**config.mk**
```make
export PLATFORM = sky130hd
export DESIGN_NAME = mul_result_packer
export DESIGN_NICKNAME = d
export VERILOG_FILES = /design/src/rtl/mul_pkg.sv /design/src/rtl/denorm_shifter.sv /design/src/rtl/mul_result_packer.sv
export SDC_FILE = /design/constraint.sdc
export NUM_CORES = 1
export LEC_CHECK = 0
export CORE_AREA = 5 5 95 97
export CTS_CLUSTER_DIAMETER = 30
export DETAILED_ROUTE_END_ITERATION = 10
export DIE_AREA = 0 0 100 102
export DONT_BUFFER_PORTS = 1
export MAX_ROUTING_LAYER = met4
export PLACE_DENSITY = 0.67
export REMOVE_ABC_BUFFERS = 1
export SETUP_SLACK_MARGIN = 0.5
export SYNTH_ARGS = -nofsm -noshare
export SYNTH_HDL_FRONTEND = slang
export SYNTH_SLANG_ARGS = --single-unit
```
**constraint.sdc**
```tcl
create_clock -name clk -period 2.9 [get_ports clk]
set_clock_uncertainty 0.15 [all_clocks]
set_input_delay 0.29 -clock clk [delete_from_list [all_inputs] [get_ports clk]]
set_output_delay 0.29 -clock clk [all_outputs]
set_load 0.05 [all_outputs]
```
**src/rtl/mul_pkg.sv**
```systemverilog
// Shared constants and FSM state type for the multiplier result packer.
package mul_pkg;

    localparam int unsigned EXP_W = 8;
    localparam int unsigned FRAC_W = 23;
    localparam int unsigned CNT_W = 6;
    localparam logic [EXP_W-1:0] EXP_ALL_ONES = '1;

    typedef enum logic [1:0] {
        IDLE,
        SHIFT,
        HOLD
    } state_t;

endpackage

```
**src/rtl/denorm_shifter.sv**
```systemverilog
// Right-shifts a mantissa one bit per step, collecting shifted-out bits into a sticky flag.
module denorm_shifter #(
    parameter int unsigned MANT_W = 24,
    parameter int unsigned CNT_W  = 6
) (
    input  logic              clk,
    input  logic              rst_n,
    input  logic              load,
    input  logic              step,
    input  logic [MANT_W-1:0] mant_in,
    input  logic [CNT_W-1:0]  count_in,
    output logic [MANT_W-1:0] mant_nx,
    output logic              sticky_nx,
    output logic              done
);

    logic [MANT_W-1:0] mant_q, mant_d;
    logic              sticky_q, sticky_d;
    logic [CNT_W-1:0]  cnt_q, cnt_d;

    // mant_nx/sticky_nx are the values after the current step, so the
    // final step's result can be captured on the same edge it is taken.
    always_comb begin
        mant_nx   = mant_q >> 1;
        sticky_nx = sticky_q | mant_q[0];
        done      = (cnt_q == CNT_W'(1));
        mant_d    = mant_q;
        sticky_d  = sticky_q;
        cnt_d     = cnt_q;
        if (load) begin
            mant_d   = mant_in;
            sticky_d = 1'b0;
            cnt_d    = count_in;
        end else if (step && (cnt_q != '0)) begin
            mant_d   = mant_nx;
            sticky_d = sticky_nx;
            cnt_d    = cnt_q - CNT_W'(1);
        end
    end

    always_ff @(posedge clk or negedge rst_n) begin
        if (!rst_n) begin
            mant_q   <= '0;
            sticky_q <= 1'b0;
            cnt_q    <= '0;
        end else begin
            mant_q   <= mant_d;
            sticky_q <= sticky_d;
            cnt_q    <= cnt_d;
        end
    end

endmodule

```
**src/rtl/mul_result_packer.sv**
```systemverilog
// Packs sign/exponent/mantissa into an IEEE-754 word, denormalizing on underflow by truncation.
module mul_result_packer #(
    parameter int unsigned EXP_W  = mul_pkg::EXP_W,
    parameter int unsigned FRAC_W = mul_pkg::FRAC_W
) (
    input  logic                    clk,
    input  logic                    rst_n,
    input  logic                    in_valid,
    output logic                    in_ready,
    input  logic                    sign_in,
    input  logic [EXP_W-1:0]        ez_in,
    input  logic [FRAC_W:0]         mant_in,
    input  logic [4:0]              shift_in,
    input  logic                    underflow_in,
    input  logic                    overflow_in,
    output logic                    out_valid,
    input  logic                    out_ready,
    output logic [EXP_W+FRAC_W:0]   result,
    output logic                    flag_uf,
    output logic                    flag_of,
    output logic                    flag_nx
);

    import mul_pkg::*;

    localparam logic [CNT_W-1:0] CNT_MAX = CNT_W'(FRAC_W + 2);

    state_t                 state_q, state_d;
    logic                   sign_q, sign_d;
    logic [EXP_W+FRAC_W:0]  result_q, result_d;
    logic                   uf_q, uf_d, of_q, of_d, nx_q, nx_d;
    logic                   out_valid_q, out_valid_d;

    logic                   accept;
    logic                   load;
    logic [CNT_W-1:0]       cnt_raw, cnt_load;
    logic [FRAC_W:0]        mant_nx;
    logic                   sticky_nx;
    logic                   done;

    denorm_shifter #(
        .MANT_W (FRAC_W + 1),
        .CNT_W  (CNT_W)
    ) u_shifter (
        .clk       (clk),
        .rst_n     (rst_n),
        .load      (load),
        .step      (state_q == SHIFT),
        .mant_in   (mant_in),
        .count_in  (cnt_load),
        .mant_nx   (mant_nx),
        .sticky_nx (sticky_nx),
        .done      (done)
    );

    always_comb begin
        unique case (state_q)
            IDLE:    in_ready = 1'b1;
            HOLD:    in_ready = out_ready;
            default: in_ready = 1'b0;
        endcase
        accept   = in_valid && in_ready;
        cnt_raw  = {1'b0, shift_in} + CNT_W'(1);
        cnt_load = (cnt_raw > CNT_MAX) ? CNT_MAX : cnt_raw;

        state_d     = state_q;
        sign_d      = sign_q;
        result_d    = result_q;
        uf_d        = uf_q;
        of_d        = of_q;
        nx_d        = nx_q;
        out_valid_d = out_valid_q;
        load        = 1'b0;

        unique case (state_q)
            SHIFT: begin
                if (done) begin
                    state_d     = HOLD;
                    out_valid_d = 1'b1;
                    result_d    = {sign_q, {EXP_W{1'b0}}, mant_nx[FRAC_W-1:0]};
                    uf_d        = 1'b1;
                    of_d        = 1'b0;
                    nx_d        = sticky_nx;
                end
            end
            default: begin
                if (accept) begin
                    sign_d = sign_in;
                    if (overflow_in) begin
                        state_d     = HOLD;
                        out_valid_d = 1'b1;
                        result_d    = {sign_in, EXP_ALL_ONES, {FRAC_W{1'b0}}};
                        uf_d        = 1'b0;
                        of_d        = 1'b1;
                        nx_d        = 1'b1;
                    end else if (!underflow_in) begin
                        state_d     = HOLD;
                        out_valid_d = 1'b1;
                        result_d    = {sign_in, ez_in, mant_in[FRAC_W-1:0]};
                        uf_d        = 1'b0;
                        of_d        = 1'b0;
                        nx_d        = 1'b0;
                    end else begin
                        state_d     = SHIFT;
                        out_valid_d = 1'b0;
                        load        = 1'b1;
                    end
                end else if (state_q == HOLD && out_ready) begin
                    state_d     = IDLE;
                    out_valid_d = 1'b0;
                end
            end
        endcase
    end

    always_ff @(posedge clk or negedge rst_n) begin
        if (!rst_n) begin
            state_q     <= IDLE;
            sign_q      <= 1'b0;
            result_q    <= '0;
            uf_q        <= 1'b0;
            of_q        <= 1'b0;
            nx_q        <= 1'b0;
            out_valid_q <= 1'b0;
        end else begin
            state_q     <= state_d;
            sign_q      <= sign_d;
            result_q    <= result_d;
            uf_q        <= uf_d;
            of_q        <= of_d;
            nx_q        <= nx_d;
            out_valid_q <= out_valid_d;
        end
    end

    assign out_valid = out_valid_q;
    assign result    = result_q;
    assign flag_uf   = uf_q;
    assign flag_of   = of_q;
    assign flag_nx   = nx_q;

endmodule

```
==> results of run 1 <==
sequential cells by signal, summed over array words and instances, names as in the netlist:
register / flops
result: 32
u_shifter.mant_q: 24
u_shifter.cnt_q: 6
flag_nx: 1
flag_of: 1
flag_uf: 1
out_valid: 1
sign_q: 1
state_q: 1
u_shifter.sticky_q: 1
worst paths after layout:
path / slack [ns] / endpoint
worst max-delay path: 0.56 / result[7]
worst min-delay path: 0.02 / u_shifter.mant_q[19]
worst max register to register: 0.56 / result[7]
worst min register to register: 0.36 / u_shifter.mant_q[11]
max in group asynchronous: 1.94 / u_shifter.cnt_q[1]
min in group asynchronous: 0.35 / result[16]
area by class of cell:
class / count / area [µm²] / area share (%)
Clock buffer: 13 / 169 / 4.25
Sequential cell: 69 / 1730 / 43.4
Timing Repair Buffer: 24 / 241 / 6.07
Inverter: 11 / 41.3 / 1.04
Tap cell: 105 / 131 / 3.30
Clock inverter: 3 / 42.5 / 1.07
Multi-Input combinational cell: 230 / 1630 / 40.9
metal layers:
layer  global-route usage (%)  vias to the layer above  part of all wire (%)  wire length, µm
met1                     21.6                     1262                    43             3610
met3                     5.80                       14                   7.9              668
met2                     27.3                       76                    48             4050
li1                         -                     1200                     -                -
met4                     6.53                        0                   1.5              127
met5                        -                        -                     0                0
through the flow:
stage                     setup slack [ns]  cells  TNS (ns)  power [µW]  utilization (%)
after floorplan                     -0.710    309    -17.03        3330                -
after global placement               0.462    422         0        3690             44.4
after detailed placement             0.421    422         0        3760             44.4
after CTS                            0.572    454         0        4640             49.2
after global routing                 0.489    455         0        4860             49.4
final                                0.563    455         0        4600             49.4
power groups by stage:
stage | Sequential (µW) | Combinational [µW] | Clock (µW)
after floorplan | 2380 | 947 | 0
after global placement | 2440 | 1260 | 0
final | 2440 | 1340 | 826
after CTS | 2440 | 1350 | 851
after global routing | 2490 | 1470 | 894
after detailed placement | 2460 | 1300 | 0
worst max-delay path, cell delays in order, from the launching register on:
cell	delay [ns]
dfrtp_1	0.46
nor2b_2	0.19
and3_2	0.27
nor2b_2	0.80
mux2_4	0.35
Yosys cell counts (all sizes together), types with 2 or more instances:
| cell | count | area, µm² |
|---|---|---|
| nor3 | 13 | 65.1 |
| nor2b | 5 | 41.3 |
| a21oi | 3 | 15.0 |
| dfrtp | 69 | 1730 |
| ha | 4 | 50.1 |
| a2111oi | 2 | 17.5 |
| mux2 | 25 | 357 |
| a22oi | 2 | 15.0 |
| xnor2 | 2 | 17.5 |
| a22o | 24 | 210 |
| inv | 11 | 41.3 |
| nand2b | 3 | 18.8 |
| a21o | 31 | 233 |
| buf | 17 | 114 |
| nand3 | 26 | 130 |
| and3 | 2 | 13.8 |
| nand2 | 50 | 188 |
| clkbuf | 5 | 18.8 |
| xor2 | 3 | 26.3 |
| a221oi | 2 | 17.5 |
| nor2 | 14 | 52.6 |
| o21ai | 4 | 20.0 |
layout by cell type (no fill, tap or decap), types with 2 or more instances in the layout:
master         synthesis  final
a2111oi_0              2      2
a21o_1                31     31
a21oi_1                3      2
a221oi_1               2      2
a22o_1                24     24
a22oi_1                2      2
buf_4                  1      7
clkbuf_8               0     12
dfrtp_1               69     69
dlygate4sd3_1          0     15
ha_1                   4      4
inv_1                 11     11
mux2_2                 5      5
mux2_4                20     20
nand2_1               50     50
nand2b_1               3      2
nand3_1               26     26
nor2_1                14     13
nor2b_1                3      2
nor2b_2                1      3
nor3_1                13     13
o21ai_0                4      4
xnor2_1                2      2
xor2_1                 3      3
kinds of logic after synthesis:
logic type	Yosys count	synth area share, %
buffers and inverters	33	4.96
AO/OA/AOI/OAI	76	17.0
flip-flops	69	49.2
XOR/XNOR	5	1.25
AND/OR/NAND/NOR	118	15.7
adder cells (fa/ha/maj)	4	1.43
multiplexers	26	10.5
repair_timing:
item / in CTS / in global routing
endpoints found under the setup margin: 45 / 21
hold endpoints to repair: 82 / 1
resized for setup: 1 / 1
gates cloned: 1 / 0
hold buffers: 15 / 1
pin swaps: 0 / 0
==> results.json, run 1 <==
{
  "status": "finished clean",
  "p_switching_uw": 2170,
  "port_buffers": 0,
  "syn_to_final_growth_pct": 13.4,
  "p_sw_share_pct": 47.2,
  "die_area_um2": 10200,
  "min_path_cells": 2,
  "core_region_area_um2": 8050,
  "dpl_cell_area_um2": 3570,
  "hp-class": "in2reg",
  "endpoint_kind": "flip-flop",
  "syn_area_um2": 3510,
  "grt_pass1_wl_um": 13600,
  "setup_viol_count_final": 0,
  "grt_pass1_vias": 2600,
  "ff2ff_path_depth": 4,
  "drive_gt1_share_pct": 16.9,
  "seq_area_frac_synth_pct": 49.2,
  "synth-main-ff-cell": "dfrtp_1",
  "design_area_um2": 3980,
  "synth_cell_types": 44,
  "power.density_nw_per_um2": 1160,
  "cts_tree": "yes",
  "min_from": "mant_in[19]",
  "synth.avg_cell_area_um2": 10.6,
  "slew_headroom_pct": 33.4,
  "cts_setup_buffers": 0,
  "first_pass_iters": 4,
  "drv_slew": 0,
  "clk_pin_slew_ns": 0.07,
  "seq_power_share_pct": 52.9,
  "groute.usage.overall_pct": 17.6,
  "peakVddDrop_uv": 402,
  "required_ns": 2.98,
  "initial_utilization_pct": 43.6,
  "crit_start": "state_q[0]",
  "globalplace.congestion": 0.745,
  "cts_max_path_buffers": 2,
  "crit_fanout": 17,
  "ant_nets": 0,
  "antenna_found_initial": 0,
  "num-fill-cells": 732,
  "rsz0062_at_grt": "no",
  "fmax_mhz": 428,
  "crit_arrival_ns": 2.41,
  "die_x_um": 100,
  "grt_start_max_net_pins": 70,
  "die_h_um": 102,
  "cts.sinks": 69,
  "wire_per_inst_um": 18.6,
  "cts.htree.levels": 3,
  "worstSetupStartpointType": "flip-flop",
  "async_flop_share_pct": 100,
  "hold_slack_ns": 0.0151,
  "fin_crit_sh_pct": 80.6,
  "insertion_delay_ns": 0.34,
  "syn_inst": 331,
  "antenna_cells": 0,
  "gr-total-overflow": 0,
  "worst_pin_slew_ns": 0.994,
  "num-nets-final": 393,
  "wl_um": 8460,
  "cts_inserted_buffers": 9,
  "finalCriticalPeriod_ns": 2.34,
  "synth_edf_count": 0,
  "reg2reg_from": "state_q[0]",
  "pwr-share-clk_pct": 17.9,
  "io_pins": 81,
  "combPwrFrac_pct": 29.1,
  "p_leak_uw": 0.00216,
  "finalHoldViolCount": 0,
  "vias": 2552,
  "cap_violations": 0,
  "path_class": "reg2reg",
  "yosys_warnings": 0,
  "floorplan.rows": 33,
  "dp_hpwl_um": 5350,
  "viasPerCell": 5.61,
  "ys_seq_elements": 69,
  "drc": 0,
  "cts_root_buffer": "clkbuf_8",
  "drt_iter0_markers": 115,
  "internal-power_uw": 2430
}
No activity file was read; power rests on OpenSTA's default activity.
==> inputs of run 2 (changes only) <==
clock period = 2.37 ns   (was 2.9 ns; I/O delays follow)
==> results.json, run 2 (synthesized netlist as in run 1, its figures left out) <==
{
  "status": "finished with violations",
  "combPwrFrac_pct": 32.9,
  "met3_usage_pct": 4.85,
  "grt.met2_usage_pct": 28.6,
  "cp_slowest_cell": "dfrtp_2",
  "gr-total-overflow": 0,
  "violations": "negative hold slack",
  "worstPathCellList": "nor4_4 -> and3_4 -> nor2b_4 -> buf_6 -> mux2_4",
  "cts.sinks": 69,
  "cts_tree": "yes",
  "drt_iter0_markers": 120,
  "grtUsageMet1_pct": 23.8,
  "peakVddDrop_uv": 543,
  "drc": 0,
  "antenna_found_initial": 0,
  "mostFrequentLayoutCells": "dfrtp_1, nand2_1, a21o_1, dlygate4sd3_1, nand3_1",
  "p_leak_uw": 0.00237,
  "vias": 2642,
  "p_total_uw": 6220,
  "finalHoldViolCount": 69,
  "path_buf_inv": 1,
  "first_pass_iters": 4,
  "internal-power_uw": 3420,
  "die_h_um": 102,
  "initial_utilization_pct": 43.6,
  "core_region_area_um2": 8050,
  "rsz0062_at_grt": "yes",
  "path_class": "reg2reg",
  "grt_pass1_wl_um": 14500,
  "grt_start_max_net_pins": 70,
  "setup_tns_ns": 0,
  "insertion_delay_ns": 0.34,
  "fin_util_pct": 55.0,
  "die_area_um2": 10200,
  "viasPerCell": 5.43,
  "seq_power_share_pct": 47.9,
  "cts_inserted_buffers": 9,
  "drive_gt1_share_pct": 22.0,
  "final-seq-area_um2": 1730,
  "floorplan.rows": 33,
  "num-nets-final": 425,
  "fmax_mhz": 524,
  "pwr-share-clk_pct": 19.1,
  "die_x_um": 100,
  "pre_cts_ws_ns": -0.0780,
  "slowest_delay_ns": 0.45,
  "groute.usage.overall_pct": 18.6,
  "port_buffers": 0,
  "globalplace.congestion": 0.763,
  "io_pins": 81,
  "cts.htree.levels": 3,
  "worstSetupStartpointType": "flip-flop",
  "fin_crit_sh_pct": 80.6,
  "worst_pin_slew_ns": 0.861,
  "crit_start": "u_shifter.cnt_q[2]",
  "cts_root_buffer": "clkbuf_8",
  "clk_pin_slew_ns": 0.08,
  "setup_viol_count_final": 0,
  "setup_ws_ns": 0.461,
  "hp-class": "in2async",
  "syn_to_final_growth_pct": 26.2,
  "p_sw_share_pct": 45.0,
  "slew_headroom_pct": 42.5,
  "largest_register_ff_count": 32,
  "reg2reg_from": "u_shifter.cnt_q[2]",
  "drv_slew": 0,
  "crit_fanout": 7,
  "layout_commonest_cell": "dfrtp_1",
  "power.density_nw_per_um2": 1410,
  "required_ns": 2.44,
  "ant_nets": 0,
  "grt-busiest-layer": "met2",
  "wl_um": 8940,
  "p_switching_uw": 2800,
  "cap_violations": 0,
  "multi_input_area_um2": 1690,
  "finalCriticalPeriod_ns": 1.91,
  "cts_max_path_buffers": 2,
  "holdBufCountCts": 29,
  "wire_per_inst_um": 18.4,
  "path_delay_family": "simple AND/OR/NAND/NOR gates",
  "crit_arrival_ns": 1.98,
  "dp_hpwl_um": 5400,
  "hold_slack_ns": -0.570,
  "num-fill-cells": 697,
  "grt_pass1_vias": 2794,
  "endpoint_kind": "flip-flop",
  "antenna_cells": 0
}
run 2: area by class of cell:
class / count / area share (%)
Sequential cell: 69 / 39.1
Inverter: 11 / 0.933
Clock inverter: 6 / 2.49
Clock buffer: 10 / 3.11
Tap cell: 105 / 2.97
Timing Repair Buffer: 56 / 13.2
Multi-Input combinational cell: 230 / 38.2
run 2: stage by stage:
stage / instances / hold WS [ns] / area [µm²]
finish: 487 / -0.570 / 4430
global route: 487 / -0.594 / 4430
CTS: 482 / -0.589 / 4330
detailed placement: 429 / -0.207 / 3630
global placement: 429 / -0.207 / 3630
floorplan: 309 / -0.209 / 3370
run 2: worst paths after layout:
kind                                        end  depth (start not counted)  slack [ns]
min in group clk                      result[2]                          3        0.02
hold reg to reg            u_shifter.mant_q[15]                          1        0.36
setup reg to reg                     result[13]                          5        0.46
setup / recovery                     result[13]                          5        0.46
hold / removal                       result[16]                          0       -0.57
max in group asynchronous    u_shifter.cnt_q[2]                          0        2.52
run 2: repair_timing:
item                                    4_1_cts  5_1_grt
endpoints found under the setup margin       61       60
endpoints found under the hold margin       113       69
pin swaps                                     3        3
buffers inserted                              6        3
gates resized for setup                      14       11
cloned                                        2        2
run 2: per-layer routing:
layer  part of all wire (%)  up-vias
met2                     47       82
met5                      0        -
li1                       -     1264
met1                     44     1284
met4                    1.5        0
met3                    6.9       12
run 2: power by group through the flow:
| stage | logic, µW | clock network (µW) | registers, µW |
|---|---|---|---|
| finish | 2050 | 1190 | 2980 |
| global route | 2240 | 1260 | 3040 |
| CTS | 1870 | 1220 | 2990 |
| detailed placement | 1630 | 0 | 3000 |
| global placement | 1580 | 0 | 2980 |
| floorplan | 1160 | 0 | 2910 |
run 2: worst register-to-register path, delay by kind of cell, from the launching register on:
| family | cells | cell delay (ns) |
|---|---|---|
| buf+inv | 1 | 0.14 |
| flops | 1 | 0.45 |
| mux | 1 | 0.30 |
| simple gates | 3 | 0.74 |
==> inputs of run 3 (changes only) <==
PLACE_DENSITY = 0.7   (was 0.67)
clock period = 1.62 ns   (was 2.37 ns; I/O delays follow)
==> results.json, run 3 (synthesized netlist as in run 1, its figures left out) <==
{
  "setup_ws_ns": -0.330,
  "crit_fanout": 8,
  "p_sw_share_pct": 42.6,
  "num-nets-final": 513,
  "path_delay_family": "simple AND/OR/NAND/NOR gates",
  "endpoint_kind": "flip-flop",
  "cts.htree.levels": 3,
  "pwr-share-clk_pct": 14.1,
  "cp_slowest_cell": "dfrtp_2",
  "largest_register_ff_count": 32,
  "gr-total-overflow": 0,
  "viasPerCell": 5.38,
  "vias": 3091,
  "core_region_area_um2": 8050,
  "slew_headroom_pct": 68.8,
  "dp_hpwl_um": 5680,
  "cap_violations": 0,
  "grt_pass1_wl_um": 16500,
  "cts_tree": "yes",
  "combPwrFrac_pct": 56.2,
  "pre_cts_ws_ns": -0.730,
  "mostFrequentLayoutCells": "dfrtp_1, nand2_1, buf_6, buf_4, dlygate4sd3_1",
  "finalCriticalPeriod_ns": 1.95,
  "grt_pass1_vias": 3296,
  "peakVddDrop_uv": 1280,
  "required_ns": 1.71,
  "setup_tns_ns": -15.94,
  "p_leak_uw": 0.00291,
  "drt_iter0_markers": 124,
  "antenna_cells": 0,
  "design_area_um2": 5570,
  "antenna_found_initial": 0,
  "holdBufCountCts": 39,
  "initial_utilization_pct": 43.6,
  "hold_slack_ns": -0.661,
  "violations": "negative hold slack, negative setup slack",
  "worstSetupStartpointType": "flip-flop",
  "finalHoldViolCount": 69,
  "clk_pin_slew_ns": 0.09,
  "port_buffers": 0,
  "cts_inserted_buffers": 9,
  "power.density_nw_per_um2": 2050,
  "syn_to_final_growth_pct": 58.8,
  "grt_start_max_net_pins": 70,
  "slowest_delay_ns": 0.45,
  "die_h_um": 102,
  "cts_max_path_buffers": 2,
  "floorplan.rows": 33,
  "wire_per_inst_um": 18.2,
  "drive_gt1_share_pct": 41.5,
  "io_pins": 81,
  "path_buf_inv": 2,
  "ant_nets": 0,
  "layout_commonest_cell": "dfrtp_1",
  "rsz0062_at_grt": "yes",
  "first_pass_iters": 4,
  "insertion_delay_ns": 0.36,
  "die_x_um": 100,
  "fin_crit_sh_pct": 120,
  "drv_slew": 0,
  "wl_um": 10500,
  "path_class": "reg2reg",
  "drc": 0,
  "worst_pin_slew_ns": 0.468,
  "globalplace.congestion": 0.783,
  "fmax_mhz": 513,
  "setup_viol_count_final": 67,
  "hp-class": "in2async",
  "seq_power_share_pct": 29.7,
  "crit_arrival_ns": 2.04,
  "dpl_cell_area_um2": 3950,
  "cts_root_buffer": "clkbuf_8",
  "p_switching_uw": 4880,
  "status": "finished with violations",
  "die_area_um2": 10200,
  "cts.sinks": 69,
  "groute.usage.overall_pct": 21.3,
  "num-fill-cells": 576,
  "internal-power_uw": 6560,
  "worstPathCellList": "nor4_4 -> buf_4 -> and3_4 -> nor2b_4 -> buf_12 -> mux2_4"
}
[run 3: cell types whose count changed in the layout (fill, tap and decap cells not counted), moves of 3 or more]
cell	delta
buf_8	+3
buf_4	+26
nor3_2	+3
nor3_1	-9
buf_12	+3
dfrtp_2	+9
nor2b_4	+3
nor3_4	+6
buf_6	+44
dlygate4sd3_1	+10
dfrtp_1	-9
[run 3: timing repair]
action,CTS,global route
hold endpoints to repair,133,69
pin swaps,44,24
buffers inserted,31,10
cloned,7,2
endpoints found under the setup margin,106,106
gates resized for setup,109,25
[run 3: power by group through the flow]
stage,logic [µW],registers (µW),clock network [µW]
finish,6430,3390,1610
floorplan,1690,4260,0
detailed placement,4150,3300,0
global route,6750,3480,1720
global placement,4050,3280,0
CTS,5920,3360,1640
[run 3: path summary, 6_finish.rpt]
kind | from | to | slack (ns) | depth (start not counted)
worst max-delay path | u_shifter.cnt_q[5] | result[8] | -0.33 | 6
worst min-delay path | rst_n | u_shifter.mant_q[19] | -0.66 | 0
worst max register to register | u_shifter.cnt_q[5] | result[8] | -0.33 | 6
worst min register to register | u_shifter.mant_q[16] | u_shifter.mant_q[16] | 0.36 | 1
max in group asynchronous | rst_n | result[3] | 1.87 | 0
min in group clk | shift_in[1] | u_shifter.cnt_q[3] | 0 | 3
[run 3: cell type report]
cell class              count  area, µm²  area share, %
repair buffers            143       1510           27.1
clock buffers               9        124           2.22
flip-flops and latches     69       1740           31.3
multi-input cells         231       1920           34.5
inverters                  11       43.8          0.787
well taps                 105        131           2.36
clock inverters             7       98.8           1.78
[run 3: per-layer routing]
metal	wire length (µm)	up-vias	track usage, %	part of all wire (%)
met4	174	0	9.02	1.7
met2	5300	115	33.8	51
met5	0	-	-	0
met1	4300	1511	25.6	41
li1	-	1449	-	-
met3	692	16	5.87	6.6
[run 3: through the flow]
step	utilization (%)	std cells	total power (µW)	hold slack, ns
after floorplan	-	309	5960	-0.284
final	69.2	575	11400	-0.661
after global routing	69.2	575	12000	-0.691
after CTS	66.2	563	10900	-0.680
after detailed placement	49.0	470	7450	-0.282
after global placement	49.0	470	7330	-0.282
